## src/rtl/overlay_pkg.sv

```systemverilog
// Shared types for the overlay fetch controller: arbiter states and the RGBA pixel layout.
package overlay_pkg;

    localparam int OVL_ADDR_W   = 25;
    localparam int RGBA_FIELD_W = 4;

    typedef enum logic [1:0] {
        IDLE,
        WRITE,
        READ,
        FLUSH
    } ovl_state_e;

    // Pixel word layout, MSB first: a[15:12] b[11:8] g[7:4] r[3:0].
    typedef struct packed {
        logic [RGBA_FIELD_W-1:0] a;
        logic [RGBA_FIELD_W-1:0] b;
        logic [RGBA_FIELD_W-1:0] g;
        logic [RGBA_FIELD_W-1:0] r;
    } rgba_t;

endpackage

```

## src/rtl/ovl_fifo.sv

```systemverilog
// Small synchronous FIFO with show-ahead head word; flush empties it in one cycle.
module ovl_fifo #(
    parameter int WIDTH = 16,
    parameter int DEPTH = 8
) (
    input  logic                       clk,
    input  logic                       reset_n,
    input  logic                       push,
    input  logic                       pop,
    input  logic                       flush,
    input  logic [WIDTH-1:0]           din,
    output logic [WIDTH-1:0]           dout,
    output logic                       empty,
    output logic [$clog2(DEPTH):0]     count
);

    localparam int PTR_W = $clog2(DEPTH);
    localparam int CNT_W = PTR_W + 1;

    logic [WIDTH-1:0] mem_q [DEPTH];
    logic [PTR_W-1:0] wr_ptr_q, rd_ptr_q;
    logic [CNT_W-1:0] count_q;
    logic             do_push, do_pop;

    assign do_pop  = pop & (count_q != '0);
    assign do_push = push & ((count_q != CNT_W'(DEPTH)) | do_pop);

    // NOTE: storage has no reset; pointers and count alone define which entries are valid.
    always_ff @(posedge clk) begin
        if (do_push && !flush) begin
            mem_q[wr_ptr_q] <= din;
        end
    end

    // NOTE: sequential state uses non-blocking assignments so every register sees pre-edge values.
    always_ff @(posedge clk or negedge reset_n) begin
        if (!reset_n) begin
            wr_ptr_q <= '0;
            rd_ptr_q <= '0;
            count_q  <= '0;
        end else if (flush) begin
            wr_ptr_q <= '0;
            rd_ptr_q <= '0;
            count_q  <= '0;
        end else begin
            if (do_push) wr_ptr_q <= wr_ptr_q + PTR_W'(1);
            if (do_pop)  rd_ptr_q <= rd_ptr_q + PTR_W'(1);
            case ({do_push, do_pop})
                2'b10:   count_q <= count_q + CNT_W'(1);
                2'b01:   count_q <= count_q - CNT_W'(1);
                default: count_q <= count_q;
            endcase
        end
    end

    assign dout  = mem_q[rd_ptr_q];
    assign empty = (count_q == '0);
    assign count = count_q;

endmodule

```

## src/rtl/overlay_fetch_ctrl.sv

```systemverilog
// Arbitrates the overlay SDRAM port: HPS download writes first, pixel prefetch reads otherwise,
// and streams one RGBA word per active pixel from the prefetch FIFO.
module overlay_fetch_ctrl
    import overlay_pkg::*;
#(
    parameter int                ADDR_W     = OVL_ADDR_W,
    parameter int                FIFO_DEPTH = 8,
    parameter logic [ADDR_W-1:0] BASE_ADDR  = '0
) (
    input  logic              clk,
    input  logic              reset_n,
    input  logic              dl_active,
    input  logic              dl_wr,
    input  logic [ADDR_W-1:0] dl_addr,
    input  logic [7:0]        dl_data,
    output logic              dl_wait,
    input  logic              en,
    input  logic              vs,
    input  logic              de,
    input  logic              ce_pix,
    output logic [15:0]       pix_data,
    output logic              underrun,
    output logic [ADDR_W-1:0] mem_addr,
    output logic [7:0]        mem_din,
    output logic              mem_we,
    output logic              mem_rd,
    input  logic              mem_ready,
    input  logic [15:0]       mem_dout
);

    localparam int CNT_W = $clog2(FIFO_DEPTH) + 1;

    ovl_state_e        state_q, state_d;
    logic              vs_q;
    logic              flush_req_q, flush_req_d;
    logic              wr_pend_q, wr_pend_d;
    logic [ADDR_W-1:0] wr_addr_q, wr_addr_d;
    logic [7:0]        wr_data_q, wr_data_d;
    logic [ADDR_W-1:0] rd_addr_q, rd_addr_d;
    logic [ADDR_W-1:0] mem_addr_q, mem_addr_d;
    logic [7:0]        mem_din_q, mem_din_d;
    logic              mem_we_q, mem_we_d;
    logic              mem_rd_q, mem_rd_d;
    rgba_t             pix_q, pix_d;
    logic              underrun_q, underrun_d;

    logic              fifo_push, fifo_pop, fifo_flush, fifo_empty;
    logic [CNT_W-1:0]  fifo_count;
    rgba_t             fifo_dout;
    logic              vs_rise, can_read;

    assign vs_rise  = vs & ~vs_q;
    assign can_read = en & ~dl_active & (fifo_count < CNT_W'(FIFO_DEPTH)) & ~flush_req_q;

    ovl_fifo #(
        .WIDTH ($bits(rgba_t)),
        .DEPTH (FIFO_DEPTH)
    ) u_fifo (
        .clk     (clk),
        .reset_n (reset_n),
        .push    (fifo_push),
        .pop     (fifo_pop),
        .flush   (fifo_flush),
        .din     (mem_dout),
        .dout    (fifo_dout),
        .empty   (fifo_empty),
        .count   (fifo_count)
    );

    // NOTE: every signal driven here gets a default first, so no path can infer a latch.
    always_comb begin
        state_d     = state_q;
        wr_pend_d   = wr_pend_q;
        wr_addr_d   = wr_addr_q;
        wr_data_d   = wr_data_q;
        rd_addr_d   = rd_addr_q;
        mem_addr_d  = mem_addr_q;
        mem_din_d   = mem_din_q;
        mem_we_d    = 1'b0;
        mem_rd_d    = 1'b0;
        pix_d       = pix_q;
        underrun_d  = underrun_q;
        fifo_push   = 1'b0;
        fifo_pop    = 1'b0;
        fifo_flush  = 1'b0;
        flush_req_d = (flush_req_q & (state_q != FLUSH)) | vs_rise;

        // A strobe while the holding register is occupied is dropped.
        if (dl_wr && dl_active && !wr_pend_q) begin
            wr_pend_d = 1'b1;
            wr_addr_d = dl_addr;
            wr_data_d = dl_data;
        end

        case (state_q)
            IDLE: begin
                if (wr_pend_q) begin
                    state_d    = WRITE;
                    mem_we_d   = 1'b1;
                    mem_addr_d = wr_addr_q;
                    mem_din_d  = wr_data_q;
                end else if (can_read) begin
                    state_d    = READ;
                    mem_rd_d   = 1'b1;
                    mem_addr_d = rd_addr_q;
                end else if (flush_req_q) begin
                    state_d = FLUSH;
                end
            end
            WRITE: begin
                if (mem_ready) begin
                    state_d   = IDLE;
                    wr_pend_d = 1'b0;
                end
            end
            READ: begin
                if (mem_ready) begin
                    fifo_push = ~flush_req_q;
                    rd_addr_d = rd_addr_q + ADDR_W'(2);
                    state_d   = IDLE;
                end
            end
            FLUSH: begin
                fifo_flush = 1'b1;
                rd_addr_d  = BASE_ADDR;
                state_d    = IDLE;
            end
            default: state_d = IDLE;
        endcase

        // Flush outranks a same-cycle pixel pop.
        if (state_q == FLUSH) begin
            pix_d      = '0;
            underrun_d = 1'b0;
        end else if (!en || dl_active) begin
            pix_d = '0;
        end else if (ce_pix && de) begin
            if (!fifo_empty) begin
                pix_d    = fifo_dout;
                fifo_pop = 1'b1;
            end else begin
                pix_d      = '0;
                underrun_d = 1'b1;
            end
        end
    end

    always_ff @(posedge clk or negedge reset_n) begin
        if (!reset_n) begin
            state_q     <= IDLE;
            vs_q        <= 1'b0;
            flush_req_q <= 1'b0;
            wr_pend_q   <= 1'b0;
            wr_addr_q   <= '0;
            wr_data_q   <= '0;
            rd_addr_q   <= BASE_ADDR;
            mem_addr_q  <= '0;
            mem_din_q   <= '0;
            mem_we_q    <= 1'b0;
            mem_rd_q    <= 1'b0;
            pix_q       <= '0;
            underrun_q  <= 1'b0;
        end else begin
            state_q     <= state_d;
            vs_q        <= vs;
            flush_req_q <= flush_req_d;
            wr_pend_q   <= wr_pend_d;
            wr_addr_q   <= wr_addr_d;
            wr_data_q   <= wr_data_d;
            rd_addr_q   <= rd_addr_d;
            mem_addr_q  <= mem_addr_d;
            mem_din_q   <= mem_din_d;
            mem_we_q    <= mem_we_d;
            mem_rd_q    <= mem_rd_d;
            pix_q       <= pix_d;
            underrun_q  <= underrun_d;
        end
    end

    assign dl_wait  = wr_pend_q;
    assign pix_data = pix_q;
    assign underrun = underrun_q;
    assign mem_addr = mem_addr_q;
    assign mem_din  = mem_din_q;
    assign mem_we   = mem_we_q;
    assign mem_rd   = mem_rd_q;

endmodule

```

## config.mk

```make
export PLATFORM = sky130hd
export DESIGN_NAME = overlay_fetch_ctrl
export DESIGN_NICKNAME = d
export VERILOG_FILES = /design/src/rtl/overlay_pkg.sv /design/src/rtl/ovl_fifo.sv /design/src/rtl/overlay_fetch_ctrl.sv
export SDC_FILE = /design/constraint.sdc
export NUM_CORES = 1
export LEC_CHECK = 0
export ABC_AREA = 1
export CELL_PAD_IN_SITES_DETAIL_PLACEMENT = 1
export CELL_PAD_IN_SITES_GLOBAL_PLACEMENT = 1
export CORE_ASPECT_RATIO = 1.75
export CORE_MARGIN = 5
export CORE_UTILIZATION = 45
export DETAILED_ROUTE_END_ITERATION = 12
export PLACE_DENSITY = 0.77
export SETUP_SLACK_MARGIN = 0.05
export SKIP_CTS_REPAIR_TIMING = 1
export SYNTH_ARGS = -nofsm -noshare
export SYNTH_HDL_FRONTEND = slang
export SYNTH_SLANG_ARGS = --single-unit
```

## constraint.sdc

```tcl
create_clock -name clk -period 2.8 [get_ports clk]
set_input_delay 0.56 -clock clk [delete_from_list [all_inputs] [get_ports clk]]
set_output_delay 0.56 -clock clk [all_outputs]
set_load 0.05 [all_outputs]
```

==> summary.log <==
[outcome] result of the run finished, final reports clean
[final_layout] Final nets 1212
[critical_path] logic depth of the worst register-to-register path 13
[sta] Setup TNS 0 ns
[critical_path] total stage count of the critical path 1
[synthesis] number of warnings issued by yosys 0
[global_route] number of antenna violations at the first check in global routing 0
[synthesis] average size of a mapped cell 10.55 µm²
[global_route] first-pass GRT wire length 45640 µm
[place] final weighted congestion in routability-driven placement 0.7731
[sta] final hold violation count 0
[final_layout] Filler cells 2603
[critical_path] FF-to-FF Start state_q[0]$_DFFE_PN0P_
[floorplanning] Starting Density 0.4518
[pwr] internal power of the cells 7.919 mW
[critical_path] element type at the critical path end output pin
[final_layout] layout overhead on the synthesized area 21.59%
[min_path] Hold Crit Class input pin to async pin
[critical_path] slowest cell delay on critical path 0.82 ns
[synthesis] number of enable flip-flop cells after synthesis 128
[final_layout] share of cells above drive strength 1 0.1034
[routing] drt pass-1 iters 4
[floorplanning] Die Outline Area 27240 µm²
[floorplanning] die span in y 214.6 µm
[critical_path] CP Data Required Time 2.24 ns
[synthesis] number of library cell types mapped by synthesis 37
[sta] Worst-Margin Slew 0.8594 ns
[clock_tree] clock net sink count 252
[pwr] P_sw 4.907 mW
[critical_path] reg2reg setup slack 0.56 ns
[pwr] part of the total power dissipated in combinational logic 0.353
[place] post-detailed-placement half-perimeter wirelength 19530 µm
[clock_tree] CTS tree built
[synthesis] Synth async-reset ratio 0.4921
[pwr] power per cell area 979.6 nW/µm²
[flow_run] number of maximum-capacitance violations 0
[floorplanning] floorplan die width 126.9 µm
[pwr] clock share of power 0.249
[sta] fin. max-slew vios 0
[clock_tree] clock transition time at the flip-flop clock pins of the worst setup and hold paths 0.07 ns
[critical_path] capturing element of the worst setup path pix_data[7]
[final_layout] commonest cells after routing, fill and taps aside 197 x sky130_fd_sc_hd__nand2_1, 176 x sky130_fd_sc_hd__nor2_1, 128 x sky130_fd_sc_hd__edfxtp_1
[global_route] vias in the first global route 8906
[routing] Detailed Route WL 28250 µm
[pwr] sequential fraction of design power 0.397
[clock_tree] clock tree buffer depth 3
[critical_path] cell at the slowest stage of the critical path sky130_fd_sc_hd__clkdlybuf4s50_1
[clock_tree] TritonCTS buffer count 24
[final_layout] ANT cells 0
[routing] number of vias in the routed layout 7901
[synthesis] synthesized net count 1090
[final_layout] combined flip-flop and latch cell area 6948 µm²
[synthesis] gate count of the mapped netlist 1021
[sta] count of endpoints failing setup in the final report 0
[critical_path] Worst Path Class, Setup flip-flop to output pin
[sta] max-slew headroom at the worst pin 0.4262
[routing] average routed wire per standard cell 19.23 µm
[floorplanning] Placeable Area 23840 µm²
[pwr] cell leakage power 5.229 nW
[pwr] Tot Pwr 12.83 mW
[routing] Residual DRC 0
[critical_path] worst r2r dst u_fifo.count[3]$_DFFE_PN0P_
[synthesis] primary flip-flop cell chosen by synthesis mapping sky130_fd_sc_hd__edfxtp_1
[pwr] peak supply drop 744.1 µV
[synthesis] sequential-to-total area share from yosys stat 0.6451
[clock_tree] buffer cell driving the clock tree root sky130_fd_sc_hd__clkbuf_16
[synthesis] register bit count reported by yosys 252
[global_route] global-route usage over all layers 0.2092
[critical_path] Buffers & Inverters on Critical Path 1
[floorplanning] I/O pin count 111
[sta] Tcrit/Tclk final 0.8172
[final_layout] most common library cell in the layout ignoring fill and taps sky130_fd_sc_hd__nand2_1
[clock_tree] clock latency on the worst-skew pair 0.53 ns
[critical_path] Cell Chain, Critical Path clkdlybuf4s50_1
[pwr] fraction of power spent switching nets 0.3826
[sta] highest clock rate 437.0 MHz
[sta] setup repair after global routing missed its margin no
[critical_path] arrival time reported for the critical path endpoint 1.73 ns
[critical_path] critical path startpoint category flip-flop
[routing] vias per inst 5.378
[critical_path] largest driver fanout on the critical path 2
[critical_path] worst setup path start pix_data[7]$_DFFE_PN0P_
[final_layout] total area of multi-input combinational cells 3388 µm²
[global_route] pin count of the biggest net entering global routing 68
[synthesis] mapped cell area 10770 µm²
[floorplanning] placement row count 75
[global_route] remaining global-route overflow 0
[routing] initial detailed-routing violation count 392
[routing] number of nets still failing antenna checks after routing 0
[sta] final worst path period need 2.288 ns
[clock_tree] CTS HTree Levels 1
[critical_path] critical path's top delay family buffers and inverters
[sta] Setup Skew 0.01509 ns
[place] PortBufs 110
-- per-stage QoR --
stage	cell area, µm²	cells	hold slack [ns]	utilization	setup WS, ns
after floorplan	10770	1021	0.2644	-	0.4271
after global placement	12330	1425	0.4043	0.5172	0.2769
after detailed placement	12330	1425	0.4142	0.5172	0.1188
after CTS	13090	1469	0.04714	0.5493	0.4684
after global routing	13090	1469	0.06272	0.5493	0.3990
final	13090	1469	0.006825	0.5493	0.5118
-- flip-flops by register name, indices dropped and copies added, names as in the netlist, 2 cells and up --
register / flops
u_fifo.mem_q: 128
u_fifo.count: 4
u_fifo.wr_ptr_q: 3
rd_addr_q: 24
state_q: 2
wr_addr_q: 25
mem_din: 8
mem_addr: 25
wr_data_q: 8
pix_data: 16
u_fifo.rd_ptr_q: 3
-- cells in the mapped netlist, types with 13 or more instances --
master	count	area, µm²
sky130_fd_sc_hd__a31oi_1	24	150.1
sky130_fd_sc_hd__buf_2	22	110.1
sky130_fd_sc_hd__clkbuf_1	13	48.80
sky130_fd_sc_hd__dfrtp_1	124	3103
sky130_fd_sc_hd__edfxtp_1	128	3844
sky130_fd_sc_hd__inv_1	54	202.7
sky130_fd_sc_hd__mux2_2	30	337.8
sky130_fd_sc_hd__nand2_1	197	739.5
sky130_fd_sc_hd__nand3_1	37	185.2
sky130_fd_sc_hd__nand4_1	20	125.1
sky130_fd_sc_hd__nor2_1	176	660.6
sky130_fd_sc_hd__o211ai_1	20	150.1
sky130_fd_sc_hd__o21ai_0	102	510.5
-- metal layers --
| metal | GRT usage | share of wire | wire length [µm] |
|---|---|---|---|
| met1 | 0.2087 | 0.34 | 9727 |
| met2 | 0.4224 | 0.58 | 16520 |
| met3 | 0.03091 | 0.040 | 1121 |
| met4 | 0.07552 | 0.031 | 875 |
| met5 | 0 | 0 | 0 |
-- power groups by stage --
stage / logic, mW / registers [mW] / clock network [mW]
5_1_grt: 4.96 / 5.20 / 3.44
3_5_place_dp: 4.57 / 5.16 / 0
6_report: 4.53 / 5.10 / 3.20
3_3_place_gp: 4.40 / 5.14 / 0
4_1_cts: 4.62 / 5.10 / 3.29
2_1_floorplan: 2.21 / 5.96 / 0
-- worst min-delay path by stage --
stage | startpoint | depth (start not counted) | to
final | reset_n | 1 | pix_data[1]$_DFFE_PN0P_
after detailed placement | vs_q$_DFF_PN0_ | 1 | flush_req_q$_DFF_PN0_
after global placement | vs_q$_DFF_PN0_ | 1 | flush_req_q$_DFF_PN0_
after floorplan | reset_n | 0 | dl_wait$_DFF_PN0_
after global routing | reset_n | 1 | pix_data[5]$_DFFE_PN0P_
after CTS | reset_n | 1 | pix_data[1]$_DFFE_PN0P_
-- layout make-up --
cell class,instances,share of cell area
flip-flops and latches,252,0.5307
multi-input cells,666,0.2588
repair buffers,139,0.1054
clock buffers,34,0.05189
well taps,308,0.02943
inverters,60,0.01720
clock inverters,10,0.006594
-- logic make-up after synthesis --
logic type | share of synthesized area
compound gates | 0.08773
xor+xnor | 0.002441
fa+ha+maj | 0.01348
buf+inv | 0.04090
flops | 0.6451
mux | 0.03346
simple gates | 0.1769
No activity file was read; power rests on OpenSTA's default activity.
